--- src/rtl/cpu54_branch_pkg.sv ---
// Shared definitions for execute-stage branch resolution: op encodings, FSM states, widths.
package cpu54_branch_pkg;

    localparam int unsigned XLEN  = 32;
    localparam int unsigned CNT_W = 4;

    typedef enum logic [2:0] {
        BR_NONE = 3'b000,
        BR_BEQ  = 3'b001,
        BR_BNE  = 3'b010,
        BR_BGEZ = 3'b011,
        BR_J    = 3'b100,
        BR_JAL  = 3'b101,
        BR_JR   = 3'b110,
        BR_JALR = 3'b111
    } br_op_e;

    typedef enum logic [1:0] {
        IDLE  = 2'b00,
        REDIR = 2'b01,
        FLUSH = 2'b10
    } br_state_e;

    function automatic logic is_link_op(input br_op_e op);
        return (op == BR_JAL) || (op == BR_JALR);
    endfunction

endpackage

--- src/rtl/branch_target_gen.sv ---
// Combinational taken decision and target address for one branch/jump operation.
import cpu54_branch_pkg::*;

module branch_target_gen (
    input  br_op_e            op,
    input  logic              is_equal,
    input  logic [XLEN-1:0]   pc_plus4,
    input  logic [15:0]       imm16,
    input  logic [25:0]       jidx,
    input  logic [XLEN-1:0]   rs_val,
    output logic [XLEN-1:0]   target,
    output logic              taken
);

    logic [XLEN-1:0] br_target;
    logic [XLEN-1:0] j_target;

    // Word offset sign-extended and scaled to bytes; the add wraps modulo 2^32.
    assign br_target = pc_plus4 + {{14{imm16[15]}}, imm16, 2'b00};
    assign j_target  = {pc_plus4[31:28], jidx, 2'b00};

    always_comb begin
        taken  = 1'b0;
        target = br_target;
        case (op)
            BR_BEQ:          taken = is_equal;
            BR_BNE:          taken = !is_equal;
            BR_BGEZ:         taken = !rs_val[31];
            BR_J, BR_JAL: begin
                taken  = 1'b1;
                target = j_target;
            end
            BR_JR, BR_JALR: begin
                taken  = 1'b1;
                target = rs_val;
            end
            default:         taken = 1'b0;
        endcase
    end

endmodule

--- src/rtl/ex_branch_resolve.sv ---
// Execute-stage branch resolution: registered redirect plus multi-cycle front-end flush.
// Optional statistics counters are built when BRANCH_STATS_EN is defined.
import cpu54_branch_pkg::*;

module ex_branch_resolve #(
    parameter int unsigned FLUSH_CYCLES = 2
) (
    input  logic              clk,
    input  logic              rst,
    input  logic              ex_valid,
    input  logic              ex_stall,
    input  logic [2:0]        br_op,
    input  logic              is_equal,
    input  logic [XLEN-1:0]   rs_val,
    input  logic [XLEN-1:0]   pc_plus4,
    input  logic [15:0]       imm16,
    input  logic [25:0]       jidx,
    output logic              redirect_valid,
    output logic [XLEN-1:0]   redirect_pc,
    output logic              flush_front,
    output logic              link_valid,
    output logic [XLEN-1:0]   link_addr,
    output logic              busy,
    output logic [XLEN-1:0]   br_total,
    output logic [XLEN-1:0]   br_taken
);

    br_op_e           op;
    logic             taken;
    logic [XLEN-1:0]  target;
    logic             accept;

    br_state_e        state_q;
    logic [CNT_W-1:0] cnt_q;
    logic [XLEN-1:0]  redirect_pc_q;
    logic             redirect_valid_q;
    logic             flush_q;
    logic             busy_q;

    assign op = br_op_e'(br_op);

    branch_target_gen u_target_gen (
        .op       (op),
        .is_equal (is_equal),
        .pc_plus4 (pc_plus4),
        .imm16    (imm16),
        .jidx     (jidx),
        .rs_val   (rs_val),
        .target   (target),
        .taken    (taken)
    );

    // Wrong-path instructions during REDIR/FLUSH are never accepted.
    assign accept     = ex_valid && !ex_stall && (state_q == IDLE);
    assign link_valid = accept && !rst && is_link_op(op);
    assign link_addr  = pc_plus4;

    always_ff @(posedge clk) begin
        if (rst) begin
            state_q          <= IDLE;
            cnt_q            <= '0;
            redirect_pc_q    <= '0;
            redirect_valid_q <= 1'b0;
            flush_q          <= 1'b0;
            busy_q           <= 1'b0;
        end else if (!ex_stall) begin
            case (state_q)
                IDLE: begin
                    if (accept && taken) begin
                        state_q          <= REDIR;
                        cnt_q            <= CNT_W'(FLUSH_CYCLES - 1);
                        redirect_pc_q    <= target;
                        redirect_valid_q <= 1'b1;
                        flush_q          <= 1'b1;
                        busy_q           <= 1'b1;
                    end
                end
                REDIR: begin
                    redirect_valid_q <= 1'b0;
                    if (cnt_q == '0) begin
                        state_q <= IDLE;
                        flush_q <= 1'b0;
                        busy_q  <= 1'b0;
                    end else begin
                        state_q <= FLUSH;
                        cnt_q   <= cnt_q - CNT_W'(1);
                    end
                end
                FLUSH: begin
                    if (cnt_q == '0) begin
                        state_q <= IDLE;
                        flush_q <= 1'b0;
                        busy_q  <= 1'b0;
                    end else begin
                        cnt_q <= cnt_q - CNT_W'(1);
                    end
                end
                default: begin
                    state_q          <= IDLE;
                    cnt_q            <= '0;
                    redirect_valid_q <= 1'b0;
                    flush_q          <= 1'b0;
                    busy_q           <= 1'b0;
                end
            endcase
        end
    end

    assign redirect_valid = redirect_valid_q;
    assign redirect_pc    = redirect_pc_q;
    assign flush_front    = flush_q;
    assign busy           = busy_q;

`ifdef BRANCH_STATS_EN
    logic [XLEN-1:0] br_total_q;
    logic [XLEN-1:0] br_taken_q;

    // Saturating event counters, updated only on accepted instructions.
    always_ff @(posedge clk) begin
        if (rst) begin
            br_total_q <= '0;
            br_taken_q <= '0;
        end else if (accept) begin
            if ((op != BR_NONE) && (br_total_q != '1))
                br_total_q <= br_total_q + XLEN'(1);
            if (taken && (br_taken_q != '1))
                br_taken_q <= br_taken_q + XLEN'(1);
        end
    end

    assign br_total = br_total_q;
    assign br_taken = br_taken_q;
`else
    assign br_total = '0;
    assign br_taken = '0;
`endif

endmodule

--- config.mk ---
export PLATFORM = sky130hd
export DESIGN_NAME = ex_branch_resolve
export DESIGN_NICKNAME = d
export VERILOG_FILES = /design/src/rtl/cpu54_branch_pkg.sv /design/src/rtl/branch_target_gen.sv /design/src/rtl/ex_branch_resolve.sv
export SDC_FILE = /design/constraint.sdc
export NUM_CORES = 1
export LEC_CHECK = 0
export CAP_MARGIN = 20
export CORE_UTILIZATION = 30
export CTS_BUF_LIST = sky130_fd_sc_hd__clkbuf_2 sky130_fd_sc_hd__clkbuf_4 sky130_fd_sc_hd__clkbuf_8
export DETAILED_ROUTE_END_ITERATION = 7
export SETUP_SLACK_MARGIN = 0.02
export SYNTH_ARGS = -nofsm -noshare
export SYNTH_HDL_FRONTEND = slang
export SYNTH_HIERARCHICAL = 1
export SYNTH_SLANG_ARGS = --single-unit
--- constraint.sdc ---
create_clock -name clk -period 2.8 [get_ports clk]
set_input_delay 0.42 -clock clk [delete_from_list [all_inputs] [get_ports clk]]
set_output_delay 0.42 -clock clk [all_outputs]
set_load 0.05 [all_outputs]
* Word-level counts from Yosys, hierarchy flattened
Index checks and enable logic that the tools add are counted.
** Cells by class
- $add $sub $neg :: 2
- Bitwise gates (word level) :: 2
- Reduce and logical (&&, ||, !) cells :: 21
- Multiplexer cells :: 13
- Equal/unequal tests :: 13
** Operator list (count)
- $pmux 32 s2 :: 1
- $add 32x32->32 :: 1
- $reduce_and 3->1 :: 5
- $eq 3x3->1 const B :: 4
- $mux 4 :: 2
- $pmux 4 s2 :: 1
- $eq 3x2->1 const B :: 2
- $mux 2 :: 3
- $pmux 2 s3 :: 1
- $reduce_or 2->1 :: 3
- $logic_and 1x1->1 :: 5
- $logic_not 1->1 :: 4
- $logic_not 4->1 :: 1
- $ne 2x1->1 const B :: 2
- $ne 2x2->1 const B :: 2
- $pmux 1 s2 :: 2
- $pmux 1 s4 :: 1
- $reduce_or 4->1 :: 1
- $sub 4x1->4 const B :: 1
- $eq 3x1->1 const B :: 1
- $eq 2x1->1 const B :: 1
- $eq 2x2->1 const B :: 1
- $logic_not 2->1 :: 1
- $mux 1 :: 2
- 2 further kinds :: 3
** Word-level totals
- Bits of input ports :: 114
- Bits in registers :: 40
- Word-level logic and storage cells :: 56
- Output and inout bits :: 132

* Logic depth before layout (Yosys ltp)
- Depth in word-level cells :: 6
- Mapped depth :: 11
- Mapped depth without buffers :: 11

* Modules after synthesis
The synthesis kept the hierarchy.
** By module, submodules not included
- ex_branch_resolve :: instances 1, area each 2428.6 µm², cells an instance 303, seq. area each 800.8 µm²
- branch_target_gen :: instances 1, area each 2418.6 µm², cells an instance 357, seq. area each 0.0 µm²

* Least setup slack after synthesis
Ideal clock, no wire load.
- Path type :: input port to flip-flop
- Start point :: input pc_plus4[2]
- End point :: register redirect_pc_q[22], in the netlist redirect_pc[22]
- Buffers on the path :: 0
- Setup slack :: 0.355 ns
- Stages :: 11
- Data arrival time :: 2.374 ns
- Required time :: 2.730 ns
- Setup time :: 0.070 ns
- Cells stage by stage :: ha_1 > fa_1 > a21o_1 > and4_1 > o21ai_1 > o211ai_2 > nor2_2 > o21ai_1 > a221oi_1 > nand2_1 > a21oi_1
** Between the ends
- Word-level cells in the longest chain between the ends :: 2
** Ends and longest elaborated chain
- start, declared :: RTL line ex_branch_resolve.sv:15 : input logic [XLEN-1:0] pc_plus4,
- $add 32x32->32 :: RTL line branch_target_gen.sv:19 : assign br_target = pc_plus4 + {{14{imm16[15]}}, imm16, 2'b00};
- $pmux 32 s2 :: RTL line branch_target_gen.sv:25 : case (op)
- named net target[22] :: RTL line ex_branch_resolve.sv:30 : logic [XLEN-1:0] target;
- end signal, assigned :: RTL line ex_branch_resolve.sv:72 : redirect_pc_q <= target;
- end, declared :: RTL line ex_branch_resolve.sv:35 : logic [XLEN-1:0] redirect_pc_q;
The timed path passes the listed nets, and every way through them passes these cells.
A chain may end at the register's enable or synchronous reset.

* Final worst setup path
- Start point :: input pc_plus4[3]
- End point :: register redirect_pc_q[29], in the netlist redirect_pc[29]
The elaborated chain is that of the path after synthesis.

==> flow_metrics.py <==
metrics = {
    "status": {
        "status": "complete, no violations",
    },
    "critical_path": {
        "crit_path_end_kind": "register",
        "crit_buf_inv": 2,
        "cp_slowest_cell": "clkdlybuf4s50_1",
        "cp_top_family": "compound AO/OA/AOI/OAI gates",
        "startpoint_type": "input port",
        "slowest_delay_ns": 0.46,
        "cp.arrival_ns": 2.86,
        "cp.required_ns": 3.03,
        "path_cells": "clkdlybuf4s50_1 -> buf_4 -> ha_1 -> a21o_1 -> a31o_2 -> nand3_2 -> a211o_4 -> a31oi_4 -> nor2_1 -> a311oi_2 -> nand2_1 -> a21oi_1",
        "path_class": "input port to register",
        "critPathMaxFanout": 4,
    },
    "clock_tree": {
        "cts.htree.levels": 2,
        "cts.hold.buffers_added": 0,
        "cts-buffers-inserted": 5,
        "cts_tree": "yes",
        "clkTransAtPathRegs_ns": 0.09,
        "clock-root-buffer": "clkbuf_8",
        "clockBufferDepth": 2,
        "clock_latency_ns": 0.29,
        "clkSinkCount": 40,
    },
    "timing": {
        "rsz0062_at_grt": "no",
        "worst_slew_pin_slew_ns": 0.589,
        "period_needed_ns": 2.62,
        "final-max-slew-violation-count": 0,
        "maxSlewHeadroom": 0.606,
        "hold_slack_ns": 0.455,
        "finalSetupViolCount": 0,
        "fin_skew_ns": 0.0107,
        "tns_ns": 0,
        "fmax_mhz": 381,
        "period_share": 0.937,
        "finalHoldViolCount": 0,
    },
    "grt": {
        "use_met3": 0.0231,
        "grt_pass1_wl_um": 23100,
        "track_usage": 0.173,
        "first_global_vias": 4577,
        "top_usage_layer": "met2",
        "grtUsageMet1": 0.232,
        "grt_overflow": 0,
        "met2_usage": 0.297,
        "antenna_found_initial": 0,
        "grt_max_degree": 56,
    },
    "drt": {
        "drtPass1Iterations": 4,
        "wl_per_cell_um": 13.6,
        "vias_per_cell": 4.58,
        "drtIter0Drc": 190,
        "antenna_left": 0,
        "routed_wirelength_um": 14700,
        "drc": 0,
        "dr_total_vias": 4937,
    },
    "yosys": {
        "yosysWarningCount": 6,
        "yosysTopAreaCell": "dfxtp_1",
        "synth_edf_count": 0,
        "synthArstFlopShare": 0,
        "syn-mean-instance-area_um2": 7.34,
        "synthCells": 660,
        "ys_types": 73,
        "netlist_area_mm2": 0.00485,
        "ys_seq_area_frac": 0.165,
        "synth_top_area_frac": 0.165,
        "ys.flop_type": "dfxtp_1",
        "ys_seq_elements": 40,
        "ys_top_cells_by_area": "dfxtp_1 (17%), buf_4 (15%), ha_1 (9.3%)",
    },
    "floorplanning": {
        "io_pins": 246,
        "die_height_um": 129,
        "start_util": 0.306,
        "coreArea_mm2": 0.0158,
        "num_rows": 46,
        "die_w_um": 129,
        "die_area_mm2": 0.0167,
    },
    "final_layout": {
        "syn_to_final_growth_pct": 45.5,
        "finalNetCount": 1013,
        "drive_gt1_frac": 0.154,
        "mostFrequentLayoutCells": "clkdlybuf4s50_1 (177), nand2_1 (108), buf_4 (79)",
        "fin_area_mm2": 0.00705,
        "final_util": 0.446,
        "n_antenna_cell": 0,
        "final_common_cell": "clkdlybuf4s50_1",
        "nFillCells": 1644,
    },
    "placed_design": {
        "dpl.hpwl_um": 12200,
        "gp_congestion": 0.856,
        "post_dp_cell_area_mm2": 0.00685,
        "port_buffers": 181,
    },
    "pwr": {
        "clock_power_share": 0.194,
        "vdd_ir_drop_max_uv": 159,
        "p_sw_frac": 0.429,
        "switchingPower_mw": 1.12,
        "seqPwrFrac": 0.237,
        "leakagePower_nw": 3.01,
        "p_int_mw": 1.50,
        "power_mw": 2.62,
        "p_per_area_mw_per_mm2": 372,
        "p_comb_frac": 0.569,
    },
    "run": {
        "drv_cap": 0,
    },
    "min_path": {
        "hp-class": "register to register",
    },
}
==> repair_timing <==
action,CTS,global route
gates resized for setup,1,14
buffers inserted,0,4
endpoints found under the setup margin,3,12
pin swaps,1,5
==> power by group through the flow <==
stage / clock network (mW) / logic, mW / registers [mW]
after floorplan: 0 / 0.947 / 0.730
after global placement: 0 / 1.47 / 0.634
after detailed placement: 0 / 1.47 / 0.635
after CTS: 0.523 / 1.48 / 0.621
after global routing: 0.553 / 1.61 / 0.626
final: 0.509 / 1.49 / 0.621
==> worst reg2reg max path, delay by kind of cell (launching register included) <==
kind            cells  cell delay [ns]
compound gates      1             0.11
fa+ha+maj           1             0.42
buf+inv             2             0.39
flops               1             0.35
simple gates        2             0.42
==> state kept, by name, summed over array words and instances, names as in the netlist <==
register	count
busy	1
cnt_q	4
redirect_pc	32
redirect_valid	1
state_q	2
==> synth_stat cells, types with 8 or more instances <==
master and number:
nand2_1 108, buf_4 97, a21oi_1 75, dfxtp_1 40, ha_1 36, nor2_1 32, o21ai_0 22, clkbuf_1 20
inv_1 20, mux2i_1 19, a21o_1 17, o21ai_1 13, xnor2_1 12, mux2_2 11, nand3_1 8, xor2_1 8
==> cell families (layout without fill, tap and decap cells) <==
kind of cell,after synthesis,count (layout),synth area share
compound gates,187,187,0.252
xor+xnor,20,20,0.0361
fa+ha+maj,37,37,0.0971
buf+inv,150,290,0.199
flops,40,40,0.165
mux,30,30,0.0648
other cells,1,64,0.000774
simple gates,195,195,0.185
==> metal layers <==
metal,wire length (µm),up-vias,part of all wire
met1,6860,2211,0.47
met2,6910,153,0.47
met5,0,-,0
li1,-,2560,-
met3,735,13,0.050
met4,168,0,0.011
==> path summary, 6_finish.rpt <==
check / startpoint / slack (ns) / depth (start not counted) / to
max: pc_plus4[3] / 0.18 / 12 / redirect_pc[29]
min: redirect_pc[9] / 0.45 / 2 / redirect_pc[9]
max reg2reg: state_q[0] / 1.04 / 6 / redirect_valid
min reg2reg: redirect_pc[9] / 0.45 / 2 / redirect_pc[9]
==> layout make-up <==
type                    count  area (µm²)  share of cell area
multi-input cells         533        3370               0.478
repair buffers            260        2410               0.341
flip-flops and latches     40         801               0.114
well taps                 216         270              0.0383
clock buffers               6        82.6              0.0117
inverters                  22        82.6              0.0117
clock inverters             2        38.8             0.00550
==> through the flow <==
step / worst slack, ns / cells
2_1_floorplan: 0.355 / 723
3_3_place_gp: -0.247 / 1067
3_5_place_dp: -0.292 / 1067
4_1_cts: 0.0256 / 1075
5_1_grt: 0.0429 / 1079
6_report: 0.176 / 1079
Power figures use the tool's default switching activity.
